`src/rtl/sap_ctrl_seq.sv`:
```
// sap_ctrl_seq: controller-sequencer for the 8-bit bus datapath.
// Runs a six-state ring counter (T1..T6) and decodes the IR opcode into the
// control word that gates every register's bus drive and load.
// Optional single-step mode is enabled by defining SAP_CTRL_STEP_EN, which
// adds a `step` input; without it the ring advances every clock.
module sap_ctrl_seq #(
   parameter int unsigned OPW = 4,
   parameter int unsigned NT  = 6
) (
   input  logic           clk,
   input  logic           clr,
   input  logic           run,
`ifdef SAP_CTRL_STEP_EN
   input  logic           step,
`endif
   input  logic [OPW-1:0] ir_op,
   output logic           cp,
   output logic           ep,
   output logic           lm_n,
   output logic           ce_n,
   output logic           li_n,
   output logic           ei,
   output logic           la_n,
   output logic           ea,
   output logic           su,
   output logic           eu,
   output logic           lb_n,
   output logic           lo_n,
   output logic [NT-1:0]  tstate,
   output logic           halted
);

   localparam logic [OPW-1:0] OpLda = OPW'(0);
   localparam logic [OPW-1:0] OpAdd = OPW'(1);
   localparam logic [OPW-1:0] OpSub = OPW'(2);
   localparam logic [OPW-1:0] OpOut = OPW'(14);
   localparam logic [OPW-1:0] OpHlt = OPW'(15);

   typedef enum logic [2:0] {
      StIdle,
      StT1,
      StT2,
      StT3,
      StT4,
      StT5,
      StT6,
      StHalt
   } state_e;

   state_e state;
   logic   adv;

`ifdef SAP_CTRL_STEP_EN
   logic step_s1;
   logic step_s2;
   logic step_dly;

   // Two-flop synchronizer plus delay flop for rising-edge detection of step
   always_ff @(posedge clk or negedge clr) begin
      if (!clr) begin
         step_s1  <= 1'b0;
         step_s2  <= 1'b0;
         step_dly <= 1'b0;
      end else begin
         step_s1  <= step;
         step_s2  <= step_s1;
         step_dly <= step_s2;
      end
   end

   assign adv = step_s2 & ~step_dly;
`else
   assign adv = 1'b1;
`endif

   // Sequencer state: IDLE waits for run, ring T1..T6, HLT parks in HALT until clr
   always_ff @(posedge clk or negedge clr) begin
      if (!clr) begin
         state <= StIdle;
      end else begin
         unique case (state)
            StIdle:  if (run && adv) state <= StT1;
            StT1:    if (adv) state <= StT2;
            StT2:    if (adv) state <= StT3;
            StT3:    if (adv) state <= StT4;
            StT4:    if (adv) state <= (ir_op == OpHlt) ? StHalt : StT5;
            StT5:    if (adv) state <= StT6;
            StT6:    if (adv) state <= StT1;
            StHalt:  state <= StHalt;
            default: state <= StIdle;
         endcase
      end
   end

   // One-hot T-state view; IDLE and HALT show all zero
   always_comb begin
      tstate = '0;
      unique case (state)
         StT1:    tstate[0] = 1'b1;
         StT2:    tstate[1] = 1'b1;
         StT3:    tstate[2] = 1'b1;
         StT4:    tstate[3] = 1'b1;
         StT5:    tstate[4] = 1'b1;
         StT6:    tstate[5] = 1'b1;
         default: tstate = '0;
      endcase
   end

   assign halted = (state == StHalt);

   // Control-word decode; ir_op is only consulted in T4..T6 so fetch is opcode-blind
   always_comb begin
      cp   = 1'b0;
      ep   = 1'b0;
      lm_n = 1'b1;
      ce_n = 1'b1;
      li_n = 1'b1;
      ei   = 1'b0;
      la_n = 1'b1;
      ea   = 1'b0;
      su   = 1'b0;
      eu   = 1'b0;
      lb_n = 1'b1;
      lo_n = 1'b1;
      unique case (state)
         StT1: begin
            ep   = 1'b1;
            lm_n = 1'b0;
         end
         StT2: begin
            cp = 1'b1;
         end
         StT3: begin
            ce_n = 1'b0;
            li_n = 1'b0;
         end
         StT4: begin
            if (ir_op == OpLda || ir_op == OpAdd || ir_op == OpSub) begin
               ei   = 1'b1;
               lm_n = 1'b0;
            end else if (ir_op == OpOut) begin
               ea   = 1'b1;
               lo_n = 1'b0;
            end
         end
         StT5: begin
            if (ir_op == OpLda) begin
               ce_n = 1'b0;
               la_n = 1'b0;
            end else if (ir_op == OpAdd || ir_op == OpSub) begin
               ce_n = 1'b0;
               lb_n = 1'b0;
               su   = (ir_op == OpSub);
            end
         end
         StT6: begin
            if (ir_op == OpAdd || ir_op == OpSub) begin
               eu   = 1'b1;
               la_n = 1'b0;
               su   = (ir_op == OpSub);
            end
         end
         default: begin
            cp = 1'b0;
         end
      endcase
   end

endmodule

```
`config.mk`:
```
export PLATFORM = sky130hd
export DESIGN_NAME = sap_ctrl_seq
export DESIGN_NICKNAME = d
export VERILOG_FILES = /design/src/rtl/sap_ctrl_seq.sv
export SDC_FILE = /design/constraint.sdc
export NUM_CORES = 1
export LEC_CHECK = 0
export BUFFER_PORTS_ARGS = -buffer_cell sky130_fd_sc_hd__buf_4
export CORE_AREA = 8 8 45 47
export CTS_CLUSTER_DIAMETER = 60
export DETAILED_ROUTE_END_ITERATION = 10
export DIE_AREA = 0 0 53 55
export HOLD_SLACK_MARGIN = 0.12
export PLACE_DENSITY = 0.57
export SLEW_MARGIN = 20
export SYNTH_ARGS = -nofsm -noshare
export SYNTH_HDL_FRONTEND = slang
export SYNTH_SLANG_ARGS = --single-unit
export TNS_END_PERCENT = 30
```
`constraint.sdc`:
```
create_clock -name clk -period 1.5 [get_ports clk]
set_input_delay 0.225 -clock clk [delete_from_list [all_inputs] [get_ports clk]]
set_output_delay 0.225 -clock clk [all_outputs]
set_load 0.01 [all_outputs]
```
**Word-level counts from Yosys, hierarchy flattened**

Cells that the tools add are included.

- Eq/ne operators: 12
- Mux-type cells: 32
- Reductions and logical operators: 5

Operator list:

| cell | count |
|---|---|
| 1-bit 2-to-1 mux | 25 |
| 3-bit one-hot mux with 8 select lines | 1 |
| 3-bit == test (second input constant) | 4 |
| 4-bit == test (second input constant) | 2 |
| 1-bit one-hot mux with 2 select lines | 4 |
| 3-bit by 2-bit == test with 1-bit output (second input constant) | 2 |
| 4-bit by 1-bit == test with 1-bit output (second input constant) | 1 |
| 4-bit by 2-bit == test with 1-bit output (second input constant) | 1 |
| 4-bit logical NOT | 1 |
| 3-bit by 1-bit == test with 1-bit output (second input constant) | 1 |
| 3-bit logical NOT | 1 |
| 1-bit logical OR | 3 |
| 3-bit 2-to-1 mux | 1 |
| 2-bit 2-to-1 mux | 1 |
| 2-bit inequality test (second input constant) | 1 |

- Flip-flop bits (word level): 3
- Output and inout port bits: 19
- Word-level logic and storage cells: 50

**Depth between registers and ports, before layout**

- Word-level depth: 5
- Mapped depth: 5
- Mapped depth without buffers: 3

**Worst setup path before layout**

Ideal clock, no wire load.

- Path kind: register -> output
- From: reg state[0]
- To: out la_n
- Arrival time: 1162 ps
- Data required time: 1275 ps
- Slack: 113 ps
- Stages on the path, launching flop included: 5
- Cells stage by stage: dfrtp_1 buf_2 nand3b_1 nor4_2 a31oi_1

- Longest elaborated chain between the ends: 2

RTL lines:

| what | line | text |
|---|---|---|
| start, declared | 50 | `state_e state;` |
| start signal, assigned | 79 | `state <= StIdle;` |
| start signal, assigned | 82 | `StIdle: if (run && adv) state <= StT1;` |
| start signal, assigned | 83 | `StT1: if (adv) state <= StT2;` |
| 3-bit == test | 125 | `unique case (state)` |
| 1-bit one-hot mux with 2 select lines * | 125 |  |
| end, declared | 23 | `output logic la_n,` |

Mark *: on every way between the ends. The rest lies on a longest branch, timed or not.

**Final worst setup path**

Ends and elaborated chain as after synthesis.

==> run summary <==
Floorplan
• 14 — number of cell rows
• 26 — top-level I/O count
• 25.3% — starting density of the core
• 55 um — overall die height
• 2920 um^2 — area enclosed by the die boundary
• 53 um — horizontal die dimension
• 1380 um^2 — core region area

Final layout
• 149 — number of filler cells placed in the layout
• 60.0% — ratio of cells with drive above 1 in the final layout
• 83 — count of nets after finishing
• 629 um^2 — Final Cell Area
• 0 — number of antenna repair diodes
• 3 — max reg flops
• 231 um^2 — area taken by multi-input logic gates
• 45.5% — fin util
• 91 — Layout Cells excl Fill
• 77.6 um^2 — register area
• state — Reg with most FFs
• sky130_fd_sc_hd__buf_4 — most common library cell in the layout ignoring fill and taps
• 30 x sky130_fd_sc_hd__buf_4, 5 x sky130_fd_sc_hd__nor2_1, 3 x sky130_fd_sc_hd__inv_1, 3 x sky130_fd_sc_hd__clkbuf_4 — most frequent cells in the layout
• 79.6% — growth of design area from synthesis to finish
• state: 3 flops — Largest regs

Setup path
• 3 — CP max FO
• state[0] — timing startpoint of the critical path
• 1.32 ns — signal arrival time at the worst endpoint
• reg2out — type of the worst setup path
• sky130_fd_sc_hd__dfrtp_1 — Critical-path top delay cell
• 0.28 ns — R2R Setup Slk
• flop — element type at the critical path start
• 0.40 ns — largest stage delay on the critical path
• simple AND/OR/NAND/NOR gates — Worst path top cell family by delay
• 4 — number of stages on the worst setup path
• 1.27 ns — CP required
• 3 — worst-case reg-to-reg path depth
• state[1] — critical register-to-register path endpoint
• nand3b_1 > nor4_2 > a31oi_1 > buf_4 — cell chain of the critical path
• state[1] — R2R Path Start
• 1 — CP bufs+invs
• output port — type of element capturing the critical path

Pwr
• 1810 nW/um^2 — power density normalized to cell area
• 0.000325 uW — Static Leakage
• 0.000676 V — worst supply voltage drop on vdd

Drt
• 12.8 um — average routed wire per standard cell
• 430 — number of vias after detailed routing
• 3 — starting DRC count in detailed routing
• 0 — number of antenna-violating nets in the routed design
• 1160 um — overall routed net length
• 0 — number of design rule violations left after detail routing
• 4.73 — vias per inst
• 2 — total iterations of the first detailed-routing run

GRT
• 0 — initial antenna violation count
• 474 — number of global-route vias before repair
• 9 — maximum number of pins on one net before global-route repair
• 8.81% — overall track demand over capacity in global routing
• 0 — sum of overflow across all layers after global routing
• 1880 um — first-pass GRT wire length

STA
• 0.247 ns — transition at the pin with the smallest max-transition slack
• 5 — number of failing setup endpoints in the final timing report
• 1.55 ns — Min Clock Period, post-route
• -0.0494 ns — minimum setup slack in the final design
• 83.4% — Worst slew margin
• 0.00179 ns — Clock Skews
• 0 — final max-slew violation count
• 645 MHz — Max Clock Freq
• yes — setup repair after global routing missed its margin
• 103% — part of the cycle the worst path needs
• 0 — final hold violation count

Clock tree
• 2 — clock buffer depth
• sky130_fd_sc_hd__clkbuf_4 — clock root buffer
• 3 — number of clock buffers inserted by TritonCTS
• 1 — number of levels in the clock H-tree
• 3 — number of sinks driven by the clock tree
• 0.04 ns — clock input transition at the sequential cells of the worst setup and hold paths
• 0.23 ns — Clock Latency Late Sink
• built — CTS tree

Run
• 0 — count of maximum capacitance violations

Place
• 80 — number of instances in the placed design
• 0.685 — routability-driven placement congestion ratio
• 845 um — HPWL after DPL
• 519 um^2 — DP Area
• 25 — count of input and output buffers
• 0.0875 ns — minimum setup slack after placement

Logic synthesis
• 8.15 um^2 — average cell area after synthesis
• 50 — post-synth net total
• 100% — share of flip-flops with an asynchronous set or reset after synthesis
• 0 — Yosys warning count
• 24 — number of distinct standard cells referenced by the synthesized netlist
• 21.4% — share of synthesized area occupied by flip-flops and latches
• sky130_fd_sc_hd__dfrtp_1 — Primary FF master, synth
• 350 um^2 — post-synthesis instance area
• 0 — number of enable-type register cells in the synthesized netlist
• 43 — cell count after synthesis
• 3 — number of synthesized register bits

Outcome
• finished, violations left — result of the run
• negative setup slack — violations in the final reports

Min path
• in2async — class of the tightest hold or removal check

==> cell usage after synthesis (2+ instances only) <==
cell type	instances	area, um^2
sky130_fd_sc_hd__nor2_1	7	26.3
sky130_fd_sc_hd__and3_1	2	12.5
sky130_fd_sc_hd__buf_6	3	33.8
sky130_fd_sc_hd__dfrtp_1	3	75.1
sky130_fd_sc_hd__inv_1	3	11.3
sky130_fd_sc_hd__nor2b_1	2	12.5
sky130_fd_sc_hd__nand2b_1	2	12.5
sky130_fd_sc_hd__nand2_1	2	7.51
sky130_fd_sc_hd__buf_4	2	15.0
sky130_fd_sc_hd__nand3b_1	2	15.0
sky130_fd_sc_hd__a31oi_1	2	12.5
==> metal layers <==
metal  up-vias  routed length (um)  GRT usage [%]
met3         2                  97           3.74
met5         -                   0              0
met1       205                 470           9.31
met4         0                  17           7.76
li1        206                   -              -
met2        17                 577           13.3
==> worst reg2reg max path, delay by kind of cell, from the launching register on <==
family | cells | cell delay, ns
AO/OA/AOI/OAI | 1 | 0.34
buffers and inverters | 1 | 0.16
flip-flops | 1 | 0.45
AND/OR/NAND/NOR | 1 | 0.15
==> power breakdown <==
part | internal (uW) | switching (uW) | leakage (uW) | total, uW
logic | 438 | 365 | 0.000276 | 803
clock network | 99.8 | 44.0 | 0.0000150 | 144
registers | 130 | 61.6 | 0.0000335 | 192
total | 668 | 470 | 0.000325 | 1140
==> metrics by stage <==
step           power, uW  TNS (ns)  hold slack, ns
2_1_floorplan        641         0         -0.0706
3_3_place_gp         834         0          0.0141
3_5_place_dp         834         0          0.0154
4_1_cts             1120    -0.238           0.305
5_1_grt             1230    -0.923           0.306
6_report            1140    -0.113           0.314
==> how the worst max path moves through the flow <==
stage	to	slack, ns
after CTS	la_n	-0.06
after floorplan	la_n	0.11
after global placement	lo_n	0.11
final	la_n	-0.05
after global routing	lo_n	-0.15
after detailed placement	la_n	0.09
==> cell families after synthesis <==
family | share of synthesized area (%)
AND/OR/NAND/NOR | 45.7
AO/OA/AOI/OAI | 11.8
buffers and inverters | 18.6
flip-flops | 21.4
XOR/XNOR | 2.50
==> what timing repair did <==
item                                    in CTS  in global routing
buffers inserted                             6                  0
gates resized for setup                      6                  4
hold buffers                                 1                  0
hold endpoints to repair                     3                  0
endpoints found under the setup margin      14                 14
pin swaps                                    2                  2
==> layout make-up <==
cell class,instances,share of cell area (%)
Multi-Input combinational cell,31,36.8
Clock buffer,4,4.17
Timing Repair Buffer,34,41.7
Tap cell,16,3.18
Sequential cell,3,12.3
Inverter,3,1.79
(Power assumes the default switching activity.)
